$ cat src/rtl/alu_op_sequencer.sv
// -----------------------------------------------------------------------------
// alu_op_sequencer
//
// Clocked command front-end for the combinational BreadBoard ALU. Takes one
// operation at a time, holds the operands on the ALU inputs for a settle
// window, captures OUT/ERR and presents the result over valid/ready.
//
// Optional feature (compile-time macro): ALU_ACC_EN
//   Adds a 32-bit accumulator, loaded on every clean result handshake
//   (RES_ILL=0, RES_ERR=00). A command with CMD_ACC=1 then sources ALU_IN1
//   from accumulator[15:0]. Without the macro CMD_ACC is ignored.
//
// Ports:
//   CLK, RST                 clock, synchronous active-high reset
//   CMD_VALID/CMD_READY      command handshake
//   CMD_IN1/IN2/OP/ACC       command payload
//   ALU_IN1/IN2/OP           registered drive to the ALU
//   ALU_OUT/ALU_ERR          ALU result (err bit0 overflow, bit1 div/mod by 0)
//   RES_VALID/RES_READY      result handshake
//   RES_OUT/ERR/ILL/OP       captured result, error, illegal flag, opcode
//   BUSY                     high while in SETTLE or HOLD
//   OP_CNT                   completed result handshakes (wraps)
// -----------------------------------------------------------------------------
module alu_op_sequencer #(
   parameter int SETTLE_CYCLES = 4,
   parameter int MAX_OP        = 4
) (
   input  logic        CLK,
   input  logic        RST,
   input  logic        CMD_VALID,
   output logic        CMD_READY,
   input  logic [15:0] CMD_IN1,
   input  logic [15:0] CMD_IN2,
   input  logic [3:0]  CMD_OP,
   input  logic        CMD_ACC,
   output logic [15:0] ALU_IN1,
   output logic [15:0] ALU_IN2,
   output logic [3:0]  ALU_OP,
   input  logic [31:0] ALU_OUT,
   input  logic [1:0]  ALU_ERR,
   output logic        RES_VALID,
   input  logic        RES_READY,
   output logic [31:0] RES_OUT,
   output logic [1:0]  RES_ERR,
   output logic        RES_ILL,
   output logic [3:0]  RES_OP,
   output logic        BUSY,
   output logic [15:0] OP_CNT
);

   localparam logic [7:0] CNT_INIT = 8'(SETTLE_CYCLES - 1);
   localparam logic [3:0] OP_LIMIT = 4'(MAX_OP);

   typedef enum logic [1:0] {IDLE, SETTLE, HOLD} state_t;

   state_t      state, state_nxt;
   logic [7:0]  cnt;
   logic        accept;
   logic        illegal;
   logic        res_hs;
   logic [15:0] op1_sel;

   assign accept  = CMD_READY && CMD_VALID;
   assign illegal = CMD_OP > OP_LIMIT;
   assign res_hs  = RES_VALID && RES_READY;

`ifdef ALU_ACC_EN
   logic [31:0] acc;
   logic        unused_acc_hi;

   // Only the low half feeds the 16-bit ALU port; the full width is kept
   // so a later readout sees the whole previous result.
   assign unused_acc_hi = ^acc[31:16];
   assign op1_sel       = CMD_ACC ? acc[15:0] : CMD_IN1;

   always_ff @(posedge CLK) begin
      if (RST)
         acc <= '0;
      else if (res_hs && !RES_ILL && (RES_ERR == 2'b00))
         acc <= RES_OUT;
   end
`else
   logic unused_acc;

   assign unused_acc = CMD_ACC;
   assign op1_sel    = CMD_IN1;
`endif

   // state register
   always_ff @(posedge CLK) begin
      if (RST)
         state <= IDLE;
      else
         state <= state_nxt;
   end

   // next-state logic
   always_comb begin
      state_nxt = state;
      case (state)
         IDLE:    if (accept) state_nxt = illegal ? HOLD : SETTLE;
         SETTLE:  if (cnt == 8'd0) state_nxt = HOLD;
         HOLD:    if (res_hs) state_nxt = IDLE;
         default: state_nxt = IDLE;
      endcase
   end

   // state-decoded outputs
   always_comb begin
      CMD_READY = 1'b0;
      BUSY      = 1'b0;
      case (state)
         IDLE:    CMD_READY = 1'b1;
         SETTLE:  BUSY      = 1'b1;
         HOLD:    BUSY      = 1'b1;
         default: ;
      endcase
   end

   // datapath: operand latch, settle counter, result capture, handshake count
   always_ff @(posedge CLK) begin
      if (RST) begin
         ALU_IN1   <= '0;
         ALU_IN2   <= '0;
         ALU_OP    <= '0;
         cnt       <= '0;
         RES_OUT   <= '0;
         RES_ERR   <= '0;
         RES_ILL   <= 1'b0;
         RES_OP    <= '0;
         RES_VALID <= 1'b0;
         OP_CNT    <= '0;
      end else begin
         case (state)
            IDLE: begin
               if (accept) begin
                  ALU_IN1 <= op1_sel;
                  ALU_IN2 <= CMD_IN2;
                  ALU_OP  <= CMD_OP;
                  if (illegal) begin
                     // Result fields are final at accept; RES_VALID follows
                     // one edge later from HOLD so the illegal result keeps
                     // the one-cycle accept-to-valid latency.
                     RES_OUT <= '0;
                     RES_ERR <= '0;
                     RES_ILL <= 1'b1;
                     RES_OP  <= CMD_OP;
                  end else begin
                     cnt <= CNT_INIT;
                  end
               end
            end
            SETTLE: begin
               if (cnt == 8'd0) begin
                  RES_OUT   <= ALU_OUT;
                  RES_ERR   <= ALU_ERR;
                  RES_ILL   <= 1'b0;
                  RES_OP    <= ALU_OP;
                  RES_VALID <= 1'b1;
               end else begin
                  cnt <= cnt - 8'd1;
               end
            end
            HOLD: begin
               if (!RES_VALID) begin
                  RES_VALID <= 1'b1;
               end else if (RES_READY) begin
                  RES_VALID <= 1'b0;
                  OP_CNT    <= OP_CNT + 16'd1;
               end
            end
            default: ;
         endcase
      end
   end

endmodule

$ cat config.mk
export PLATFORM = sky130hd
export DESIGN_NAME = alu_op_sequencer
export DESIGN_NICKNAME = d
export VERILOG_FILES = /design/src/rtl/alu_op_sequencer.sv
export SDC_FILE = /design/constraint.sdc
export NUM_CORES = 1
export LEC_CHECK = 0
export CAP_MARGIN = 0
export CORE_ASPECT_RATIO = 1.4
export CORE_MARGIN = 8
export CORE_UTILIZATION = 47
export CTS_BUF_LIST = sky130_fd_sc_hd__clkbuf_8
export CTS_CLUSTER_DIAMETER = 120
export DETAILED_ROUTE_END_ITERATION = 10
export PLACE_DENSITY_LB_ADDON = 0.2
export SETUP_SLACK_MARGIN = 0.3
export SLEW_MARGIN = 25
export SYNTH_ARGS = -nofsm -noshare
export SYNTH_HDL_FRONTEND = slang
export SYNTH_SLANG_ARGS = --single-unit
$ cat constraint.sdc
create_clock -name CLK -period 3.4 [get_ports CLK]
set_input_delay 0.34 -clock CLK [delete_from_list [all_inputs] [get_ports CLK]]
set_output_delay 0.34 -clock CLK [all_outputs]
set_load 0.005 [all_outputs]
Word level (Yosys, flattened, before mapping)
Index checks and enable logic that the tools add are counted.

word-level totals
  logic and storage cells = 66
  input port bits = 75
  output and inout bits = 94
  bits in registers = 102

cells by class
  add/subtract/negate cells = 2
  reduce and logical (&&, ||, !) cells = 13
  multiplexer cells = 31
  magnitude comparators = 1
  equal/unequal tests = 8

operators by type and width
  kind                                                           number
  two-way mux 32 bit                                             3
  case mux 32 bit (2 select lines)                               1
  two-way mux 8 bit                                              3
  adder 16 x 1 -> 16 bit, second input constant                  1
  case mux 8 bit (2 select lines)                                1
  two-way mux 2 bit                                              7
  two-way mux 4 bit                                              3
  inequality test 2 bit, second input constant                   6
  zero test 8 bit                                                1
  two-way mux 1 bit                                              8
  case mux 4 bit (2 select lines)                                1
  AND reduction 4 bit                                            2
  subtractor 8 x 1 -> 8 bit, second input constant               1
  case mux 2 bit (3 select lines)                                1
  AND reduction 3 bit                                            2
  greater-than comparator 4 x 3 -> 1 bit, second input constant  1
  case mux 1 bit (2 select lines)                                2
  case mux 2 bit (2 select lines)                                1
  AND reduction 2 bit                                            2
  nonzero test 2 bit                                             2
  equality test 2 x 1 -> 1 bit, second input constant            1
  equality test 2 bit, second input constant                     1
  logical AND 1 bit                                              2
  zero test 2 bit                                                1
  OR reduction 2 bit                                             1

Logic depth before layout (Yosys ltp)
Gate-level depths: netlist of run 1.

  depth in word-level cells = 5
  gate-level depth with buffers = 9

Worst setup path before layout of run 1
No wires, ideal clock.

  path kind = register to register
  start point = reg cnt[2]
  end point = reg RES_OUT[10]
  path slack = 1.436 ns
  stages on the path, launching flop included = 7
  arrival = 1.847 ns
  period minus slack after synthesis = 1.964 ns
  path buffers = 2
  setup time = 0.117 ns
  data required time = 3.283 ns
  cells stage by stage = dfxtp_1 -> or4_1 -> buf_2 -> o41ai_4 -> a21oi_4 -> buf_6 -> a22o_1

between the ends
  cells in the longest elaborated chain, start to end = 3

RTL lines
  item                             RTL line  source
  start, declared                  57        logic [7:0] cnt;
  start signal, assigned           161       cnt <= cnt - 8'd1;
  zero test 8 bit                  154       if (cnt == 8'd0) begin
  inequality test 2 bit (no line)  --
  AND reduction 4 bit (no line)    --
  end signal, assigned             127       RES_OUT <= '0;
  end signal, assigned             144       RES_OUT <= '0;
  end signal, assigned             155       RES_OUT <= ALU_OUT;
  end, declared                    43        output logic [31:0] RES_OUT,

Every way passes these cells.
A chain may end at the register's enable or synchronous reset.

Final worst setup path of run 1
  start point = reg state[1]
  end point = reg RES_OUT[23]

between the ends
  cells in the longest elaborated chain, start to end = 5
  elaborated cells between the ends (all ways) = 10
  those cells by class = eq/ne: 4; mux: 2; reduce/logical: 4

RTL lines
  item                             RTL line  source
  start, declared                  56        state_t state, state_nxt;
  start signal, assigned           94        state <= state_nxt;
  zero test 2 bit                  112, 134
  two-way mux 1 bit                112       case (state)
  logical AND 1 bit                63        assign accept = CMD_READY && CMD_VALID;
  inequality test 2 bit (no line)  --
  AND reduction 4 bit (no line)    --

Several ways; a longest one is shown, not always the timed one.

==> summary by stage, run 1 <==
Status
The flow ran to the end, and the final reports show no timing, DRC or antenna violations.

Synthesis
The distinct cell type count after synthesis is 41. Ranked by total cell area, the synthesized netlist is headed by dfxtp_1, nand2_1, a22o_1, a21oi_1, mux2i_1. The most instantiated flip-flop cell in the synthesis netlist is dfxtp_1.

The Yosys step of the flow raised 0 warnings. The largest total area in the synthesized netlist belongs to dfxtp_1. The synthesized net count is ~500.

The cell area that synthesis handed to floorplanning was a little under 0.004 mm2. The synthesized design devotes to its leading area cell type between 50 and 60% of total area. In the synthesized netlist the async set-or-reset flop fraction comes to 0%. After synthesis the netlist holds a flip-flop and latch count of between 100 and 150. Synthesis produced about 430 cells.

The post-synthesis sequential area ratio is just over 50%. The number of flops mapped to enable cells by yosys is 0. The mean area per synthesized cell is a little over 9 um2.

Floorplanning
The number of I/O pins is 169. In this run the horizontal extent of the chip is ~94 um. The area enclosed by the die boundary is ~0.012 mm2. For this configuration, the core starts out at a cell density of approximately half. The floorplan has 39 rows. Measured along the y axis, the die boundary spans approximately 120 um.

The area of the placeable core is 0.00820 mm2.

Timing
At the pin with the least slew margin, the transition time is a little under 0.9 ns. The number of failing hold endpoints at the final stage came to 0. The final clock period utilization by the worst path is between 70 and 80%. Setup repair after global routing left no endpoint under its margin. The headroom to the max-slew limit is between 40% and 50%. The setup TNS is 0 ns. The maximum operating frequency is a little over 400 MHz. The final setup violation count is 0.

On the final layout, the worst clock skew is 0.00565 ns. The worst path in the final design needs a cycle of 2.43 ns, including I/O delays and setup. The total count of max-transition violations in the final report is 0.

CTS
The number of hold buffers added after CTS was 0. Clock-pin slew was measured on the worst setup and hold paths at roughly 0.090 ns. TritonCTS built the clock tree. In this run the clock root is driven by a clkbuf_8.

After clock tree synthesis, the repair step resized 0 gates. CTS saw just over 100 sinks. The source-to-sink clock delay at the later pin of the worst-skew pair is ~0.36 ns.

The clock buffer count from CTS is 9. The number of setup buffers added after CTS is 0. The H-tree was split into 3 levels. The clock passes through at most 2 buffers.

GRT
Summed over all layers, the global routing overflow is 0. The first-pass GRT wire length is approximately 19 mm. Entering global routing, the biggest net connects 62 pins.

The overall track demand over capacity in global routing is between 10% and 20%. The number of global-route vias before repair is 3630. The number of antenna violations at the first check in global routing was 0.

Power and ir drop
For this design the static power due to leakage is 2.16 nW. The largest vdd supply drop is 0.000405 V. The power per cell area is 546 mW/mm2.

Detailed routing
The via total after detailed routing is around 3700. The final antenna-violating net count is 0. The first routing iteration left 157 violations.

The average routed wire per standard cell is about 17 um. After detailed routing, the total wire length is 11.7 mm. The number of design rule violations left after detail routing is 0.

Dividing the detail-routed via count by the number of cells gives 5.31. The first detailed-routing pass ran for 4 iterations.

Finish
The register cell area after layout is between 0.002 and 0.0025 mm2. The final instance count without filler cells is just under 700. The fraction of final layout cells with drive strength greater than 1 is under 10%.

The final net count is 669. Summing all multi-input logic gate instances after layout gives approximately 0.0018 mm2. The library cells used most frequently in the layout, excluding fill and tap cells, are clkdlybuf4s50_1, dfxtp_1, nand2_1, a21oi_1, a22o_1. The area growth from synthesis to final layout is 48.7%.

The commonest non-fill, non-tap cell in the layout is clkdlybuf4s50_1. The number of antenna diodes in the final layout is 0. The count of fill cells added during filler insertion is between 600 and 700.

Critical path
The element type at the critical path end is a flip-flop. STA puts the critical path data required time at approximately 3.7 ns. The worst path arrival time is 2.74 ns.

The maximum fanout encountered on the critical timing path is 34. The critical path startpoint category is a flip-flop. The critical path start-end classification is reg -> reg. In this run the critical register-to-register path is launched from state[1]. The most critical setup path has its startpoint at state[1].

Placement
The number of placed instances, taps included, is about 680. The last weighted congestion value of the routability-driven placer is ~0.8. The port buffer count is 167.

The HPWL after detailed placement is about 8.7 mm.

Min path
The launch instance of the worst min-delay path is RST. The path category of the worst min-delay check is in -> reg.

Flow run
Across the run, the number of max-cap violations was 0.
[power breakdown]
group	internal, mW	switching, mW	leakage [nW]
combinational	0.469	0.470	1.21
sequential	1.32	0.0935	0.830
clock	0.471	0.398	0.124
[worst max-delay path, cell delays in order (launching register included)]
cell and delay [ns]:
dfxtp_1 0.37, inv_1 0.07, ha_1 0.38, mux2i_1 0.29, a31oi_1 0.06, buf_4 0.20
a21oi_4 0.71, a22o_1 0.27
[layout make-up]
cell class                      count  area share, %
Clock buffer                       12           2.80
Clock inverter                      4           1.16
Inverter                           10          0.635
Multi-Input combinational cell    292           29.7
Sequential cell                   102           34.6
Tap cell                          102           2.16
Timing Repair Buffer              173           29.0
[sequential cells by signal (all words and copies together) (netlist names)]
name	count
RES_VALID	1
RES_OUT	32
ALU_OP	4
cnt	8
RES_OP	4
OP_CNT	16
RES_ERR	2
ALU_IN1	16
RES_ILL	1
ALU_IN2	16
state	2
[synth_stat cells, types with 2 or more instances]
master    count
buf_1         2
clkbuf_1     16
a21oi_1      51
nand4_1       7
or2_2         2
o21ai_0       8
nor3_1        7
a21boi_0      3
o31ai_1       4
nor2_1       19
ha_1          6
and2_1        2
inv_1        10
and4_1        2
a311oi_1      4
mux2i_1       9
xor2_1        5
or3_1         5
nor4_1        4
a31oi_1       2
a22o_1       35
nand2_1      82
nand3_1       9
xnor2_1       5
nand2b_1      2
a211oi_1      3
buf_2         5
or4_1         5
dfxtp_1     102
buf_6         4
[layer usage]
layer | track usage [%] | up-vias | wire length [um]
met5 | 0 | - | 0
met4 | 6.19 | 0 | 144
met3 | 8.08 | 9 | 1150
met2 | 33.3 | 130 | 5750
met1 | 21.7 | 1711 | 4680
li1 | - | 1839 | -
[logic make-up after synthesis]
family | Yosys count | synth area share [%]
compound gates | 117 | 20.5
mux | 9 | 2.27
flops | 102 | 51.4
fa+ha+maj | 6 | 1.89
buf+inv | 37 | 4.41
xor+xnor | 10 | 2.20
simple gates | 150 | 17.4
[worst paths after layout]
kind,end,slack (ns),depth (start not counted)
min,RES_ILL,0.23,2
min reg2reg,ALU_IN1[9],0.45,2
max reg2reg,RES_OUT[23],0.97,7
max,RES_OUT[23],0.97,7
[metrics by stage]
step | hold slack [ns] | utilization [%] | instance area [um2] | power [mW] | worst slack (ns)
6_report | 0.227 | 72.1 | 5910 | 3.22 | 0.968
5_1_grt | 0.220 | 72.1 | 5910 | 3.41 | 0.786
4_1_cts | 0.210 | 72.1 | 5910 | 3.26 | 0.959
3_5_place_dp | 0.446 | 69.2 | 5670 | 2.39 | 0.863
3_3_place_gp | 0.441 | 69.2 | 5670 | 2.35 | 0.911
2_1_floorplan | 0.453 | - | 3970 | 1.97 | 1.44
Note: power is estimated with default switching activity, not from simulation.
==> inputs of run 2 (changes only) <==
--- a/config.mk
+++ b/config.mk
@@ -8,7 +8,7 @@
 export CAP_MARGIN = 0
 export CORE_ASPECT_RATIO = 1.4
 export CORE_MARGIN = 8
-export CORE_UTILIZATION = 47
+export CORE_UTILIZATION = 40
 export CTS_BUF_LIST = sky130_fd_sc_hd__clkbuf_8
 export CTS_CLUSTER_DIAMETER = 120
 export DETAILED_ROUTE_END_ITERATION = 10
==> constraint.sdc (replaced) <==
create_clock -name CLK -period 2.07 [get_ports CLK]
set_input_delay 0.207 -clock CLK [delete_from_list [all_inputs] [get_ports CLK]]
set_output_delay 0.207 -clock CLK [all_outputs]
set_load 0.005 [all_outputs]
==> run 2 against run 1 <==
  * Utilization decreased by 7.3 points
  * Via count rose by 5.6%
  * Final cell count is 8.8% higher
  * Global-route usage is 1.7 points lower
  * Critical path type unchanged
  * Largest cell class unchanged
==> summary by stage, run 2 (synthesis results as in run 1) <==
Critical path
The element type at the critical path end is a flip-flop. The startpoint identified for the worst register-to-register timing path is cnt[3]. The family with the most delay on the worst path is compound AO/OA/AOI/OAI gates. The maximum fanout encountered on the critical timing path is 8. The worst reg2reg path endpoint is RES_OUT[11].

STA puts the critical path data required time at approximately 2.3 ns. The critical path startpoint category is a flip-flop. The critical path goes through or4_4 -> o41ai_4 -> buf_6 -> a21oi_4 -> a22o_1. The worst register-to-register path has a depth of 5. On the critical path, the stage with the largest delay is an instance of or4_4. The worst setup path is of the reg -> reg kind. The worst path arrival time is around 2.2 ns. The worst-case register-to-register setup slack is around 0.18 ns.

The count of buffer and inverter cells on the critical path is 1. The largest stage delay on the critical path is approximately 0.55 ns.

Power and ir drop
The power consumption is 5.72 mW. The largest vdd supply drop is just under 0.0005 V. The analysis attributes to cell leakage a power of about 2.3 nW. Dividing total power by cell area gives a power density of ~900 mW/mm2.

Finish
The top cell types in the final layout, fill and taps aside, are clkdlybuf4s50_1, dfxtp_1, nand2_1, a21oi_1, a22o_1. The commonest non-fill, non-tap cell in the layout is clkdlybuf4s50_1. The number of flip-flops under the largest register name is 32.

The post-route netlist has a little over an eighth of its cells at a drive strength greater than 1. The repair_antennas step left the layout with diodes totalling 0. From synthesis to final layout, the design area changed by 59.7%. The register ranked first by flip-flop count is RES_OUT. The count of cells in the finished layout, fillers not included, comes to 756. The final net count is between 600 and 700.

The share of the core filled with cells is 64.8%.

Detailed routing
The iteration-0 DRC count of the detailed router is 115. The average routed wire per standard cell is around 16 um. Once detail routing completed, the nets flagged for antenna violations numbered 0.

The number of detailed-routing iterations run before antenna repair is 4. The ratio of routed vias to standard cells is ~5.2. The wire length reported by the detailed router is between 10 and 15 mm.

The number of design rule violations left after detail routing is 0. The detailed router placed slightly below 4000 vias in this run.

GRT
Entering global routing, the biggest net connects 40 pins. For this run the aggregate overflow at the end of global routing stands at 0. The first-pass GRT wire length is roughly 19 mm.

The number of global-route vias before repair is ~3800. In the global route stage, overall resource usage came out at around 18%. The number of antenna violations at the first check in global routing is 0.

Floorplanning
Once the floorplan was initialized, standard cells occupied 40.6% of the core. The number of I/O pins is 169. The vertical die dimension is 134 um. The die covers around 0.013 mm2. The area of the placeable core is 0.00979 mm2. From left edge to right edge, the die measures 100 um. The number of core rows is between 40 and 50.

Timing
The number of failing hold endpoints at the final stage is 0. The total count of max-transition violations in the final report is 0. The clock period could shrink to 1.89 ns. The slew at the pin closest to its max-slew limit is roughly 0.76 ns. After layout, the worst path uses about nine tenths of the clock period.

The worst pin sits at a relative slew slack of slightly below 50%. Setup violations remaining at the end of the flow were counted as 0. The clock skew after layout is ~0.014 ns.

Setup repair after global routing could not meet its margin everywhere. Derived from the worst setup path, the maximum achievable clock frequency is ~530 MHz.

Min path
The worst hold path terminates at ALU_IN1[15]. The min-delay analysis places its worst path in the category in -> reg. The launch instance of the worst min-delay path is CMD_IN1[15]. The worst hold path cell count is 3.

CTS
TritonCTS built the clock tree. The deepest clock path buffer count is 2. At the later pin of the worst-skew pair, clock insertion delay measures approximately 0.37 ns.

The root buffer cell chosen for the clock tree is clkbuf_8. After clock tree synthesis, the flow added hold-fix buffers numbering 0. The clock tree synthesis step divided the H-tree into 3 levels. The clock slew seen by the registers of the worst setup and hold paths is approximately 0.10 ns. The tree built by TritonCTS fans out to between 100 and 150 sinks. The clock buffer count from CTS is 9.

Placement
Input and output buffers added on the ports amount to between 150 and 200. The total placed cells including tap cells is 729. The congestion estimate from routability-driven global placement came to between 0.7 and 0.8. Once detailed placement completed, the half-perimeter wirelength came to a little under 9 mm.

Flow run
The reported max-cap violation count is 0.

Status
The flow ran to the end, and the final reports show no timing, DRC or antenna violations.
## run 2: cell type report
cell class	count	area, um2
repair buffers	196	1910
clock inverters	7	114
clock buffers	9	124
fillers	827	3450
inverters	10	37.5
well taps	135	169
flip-flops and latches	102	2050
multi-input cells	297	1940
## run 2: timing repair
action,CTS,global route
cloned,5,0
setup buffers,5,1
pin swaps,41,4
endpoints found under the hold margin,0,0
endpoints found under the setup margin,54,55
resized for setup,18,21
## run 2: worst reg2reg max path, cell delays in order, from the launching register on
cell     delay [ns]
dfxtp_2        0.35
or4_4          0.55
o41ai_4        0.28
buf_6          0.22
a21oi_4        0.13
a22o_1         0.26
## run 2: where the power goes
part | switching [mW] | total [mW] | internal (mW)
Sequential | 0.155 | 2.33 | 2.18
Combinational | 0.923 | 1.90 | 0.975
Clock | 0.688 | 1.48 | 0.797
## run 2: worst max-delay path by stage
stage,end,cells past startpoint,startpoint
global placement,RES_OUT[25],5,CMD_OP[0]
floorplan,RES_OUT[10],6,cnt[2]
detailed placement,RES_OUT[17],5,CMD_OP[0]
global route,RES_OUT[18],5,cnt[3]
finish,RES_OUT[11],5,cnt[3]
CTS,RES_OUT[20],5,cnt[3]
## run 2: through the flow
stage / setup TNS (ns) / hold WS [ns] / cell area [um2] / worst slack, ns
final: 0 / 0.379 / 6340 / 0.180
after global routing: 0 / 0.361 / 6340 / 0.0994
after CTS: 0 / 0.356 / 6270 / 0.137
after detailed placement: -6.83 / 0.446 / 5880 / -0.215
after global placement: -3.45 / 0.441 / 5880 / -0.104
after floorplan: 0 / 0.332 / 4000 / 0.106
## run 2: per-layer routing
metal / global-route usage [%] / wire length [um] / up-vias
met5: 0 / 0 / -
met4: 7.17 / 216 / 0
met2: 30.4 / 6030 / 133
met3: 8.14 / 1330 / 17
met1: 19.1 / 4890 / 1840
li1: - / - / 1907
==> inputs of run 3 (changes only) <==
--- a/config.mk
+++ b/config.mk
@@ -7,7 +7,7 @@
 export LEC_CHECK = 0
 export CAP_MARGIN = 0
 export CORE_ASPECT_RATIO = 1.4
-export CORE_MARGIN = 8
+export CORE_MARGIN = 2
 export CORE_UTILIZATION = 40
 export CTS_BUF_LIST = sky130_fd_sc_hd__clkbuf_8
 export CTS_CLUSTER_DIAMETER = 120
==> run 3 against run 2 <==
  * Sequential cell count did not move
  * Hold slack got worse by 0.012 ns
  * Largest cell class unchanged
  * Non-clock buffer count rose by 3
  * Highest routed layer unchanged
  * Sequential power barely moved
==> summary by stage, run 3 (synthesis results as in run 1) <==
Status
The flow ran to the end, and the final reports show no timing, DRC or antenna violations.

GRT
The overflow left after global routing is 0. Entering global routing, the biggest net connects 37 pins. The number of antenna violations at the first check in global routing came to 0.

Global routing used 20.6% of the available tracks. The number of global-route vias before repair is between 3000 and 4000. The first global-routing pass estimated about 18 mm of wire.

Finish
The fraction of final layout cells with drive strength greater than 1 is between 10% and 20%. The antenna diode count is 0. Leaving out fill and tap cells, the most frequent cells in the layout are clkdlybuf4s50_1, dfxtp_1, nand2_1, a21oi_1, a22o_1. The cell area after layout is 0.00637 mm2. Leaving out fill and tap cells, the most frequent cell in the layout is clkdlybuf4s50_1. The number of flip-flops under the largest register name is 32. The count of fill cells added during filler insertion is approximately 840. The register ranked first by flip-flop count is RES_OUT. The net count of the finished layout is about 700. The area growth from synthesis to final layout is 60.3%.

Floorplanning
The die covers 0.0108 mm2. The vertical die dimension is between 100 and 150 um. The chip width is approximately 88 um. The initial core utilization is approximately two fifths.

The number of core rows is between 40 and 50. The number of I/O pins is roughly 170. The area of the placeable core is ~0.01 mm2.

Detailed routing
The iteration-0 DRC count of the detailed router is 96. The count of nets left with antenna violations once routing finished came out at 0. After detailed routing, the number of remaining DRC violations is 0. Using the TritonRoute via totals, the vias-per-cell ratio works out to between 5 and 6. The average routed wire per standard cell is ~15 um. For this block, the via count after detailed routing is 3878.

The wire length reported by the detailed router is 11.3 mm. The number of detailed-routing iterations run before antenna repair is 5.

Critical path
For the worst setup path, the data required time is 2.35 ns. The maximum fanout encountered on the critical timing path is 8. STA puts the critical path data arrival time at around 2.1 ns. The worst setup path is captured at a flip-flop.

The critical path start-end classification is reg -> reg. The critical path startpoint category is a flip-flop.

Timing
The worst pin sits at a relative slew slack of around 67%. The maximum operating frequency is approximately 540 MHz. The total count of max-transition violations in the final report is 0. The number of failing hold endpoints at the final stage is 0. The final setup violation count is 0. Adding up every negative setup slack in the final design gives 0 ns.

For the pin with the worst max-slew slack, the measured transition is ~0.50 ns. The clock period minus worst slack is about 1.9 ns. Setup repair after global routing could not meet its margin everywhere. On the final layout, the worst clock skew is 0.0117 ns.

The worst path uses between 80% and 90% of the clock period.

Power and ir drop
The largest vdd supply drop is roughly 0.00054 V. The leakage power figure is between 2 and 2.5 nW. The power consumption is 5.66 mW.

For this design the ratio of total power to cell area is 889 mW/mm2.

Placement
The HPWL after detailed placement is ~7.5 mm. Buffers placed on the I/O ports in this run total 167. The last weighted congestion value of the routability-driven placer is 0.725. The total cell area at the placement stage is roughly 0.0059 mm2.

CTS
The clock slew seen by the registers of the worst setup and hold paths is 0.10 ns. TritonCTS built the clock tree. Clock latency on the worst-skew pair, taken at its later pin, is roughly 0.37 ns.

The number of clock buffers added by TritonCTS is 9. The deepest clock path buffer count is 2. The clock tree root buffer cell is clkbuf_8. The number of levels in the clock H-tree is 3. The count of hold-fix buffers inserted at cts is 0. The tree built by TritonCTS fans out to ~100 sinks.

Flow run
The reported max-cap violation count is 0.

Min path
The worst hold path belongs to the class in -> reg.
-- run 3: changes by cell type in the layout (fill, tap and decap cells not counted), sizes merged --
cell      before  now
inv           11   12
buf           30   33
clkbuf         9   10
clkinvlp       2    0
a21oi         57   56
clkinv         1    2
bufinv         3    2
-- run 3: what timing repair did --
item / in CTS / in global routing
setup endpoints to repair: 51 / 54
pin swaps: 28 / 15
buffers inserted: 9 / 3
gates resized for setup: 21 / 19
cloned: 4 / 0
-- run 3: critical path, stage by stage (launching register included) --
cell	delay, ns
dfxtp_2	0.33
or4_4	0.56
o41ai_4	0.24
buf_6	0.19
buf_12	0.13
a21oi_4	0.09
a22o_1	0.24
-- run 3: worst paths after layout --
| kind | from | end | slack [ns] | depth (start not counted) |
|---|---|---|---|---|
| min | CMD_IN2[4] | ALU_IN2[4] | 0.37 | 3 |
| max reg2reg | cnt[4] | RES_OUT[5] | 0.21 | 6 |
| max | cnt[4] | RES_OUT[5] | 0.21 | 6 |
| min reg2reg | ALU_IN2[8] | ALU_IN2[8] | 0.46 | 2 |
-- run 3: power by group --
part | leakage [nW] | internal [mW] | switching, mW
clock network | 0.117 | 0.723 | 0.704
logic | 1.38 | 0.997 | 0.904
registers | 0.833 | 2.18 | 0.156
total | 2.33 | 3.90 | 1.76
-- run 3: layer usage --
metal,global-route usage [%],vias to the layer above,share of wire (%)
li1,-,1910,-
met1,24.4,1817,41
met2,33.8,134,48
met3,6.57,17,8.9
met4,9.38,0,2.4
met5,0,-,0
-- run 3: through the flow --
stage | std cells | utilization, % | setup slack (ns) | hold slack, ns
after floorplan | 431 | - | 0.106 | 0.332
after global routing | 758 | 65.0 | 0.147 | 0.379
after detailed placement | 726 | 59.8 | -0.183 | 0.448
after CTS | 755 | 64.1 | 0.165 | 0.354
after global placement | 726 | 59.8 | -0.101 | 0.441
final | 758 | 65.0 | 0.211 | 0.368
-- run 3: final cells by class --
type	count	area [um2]	area share, %
inverter	10	37.5	0.589
multi-input combinational	296	1930	30.4
timing repair buffer	199	1950	30.6
tap	135	169	2.65
clock buffer	10	138	2.16
clock inverter	6	91.3	1.43
sequential	102	2050	32.2
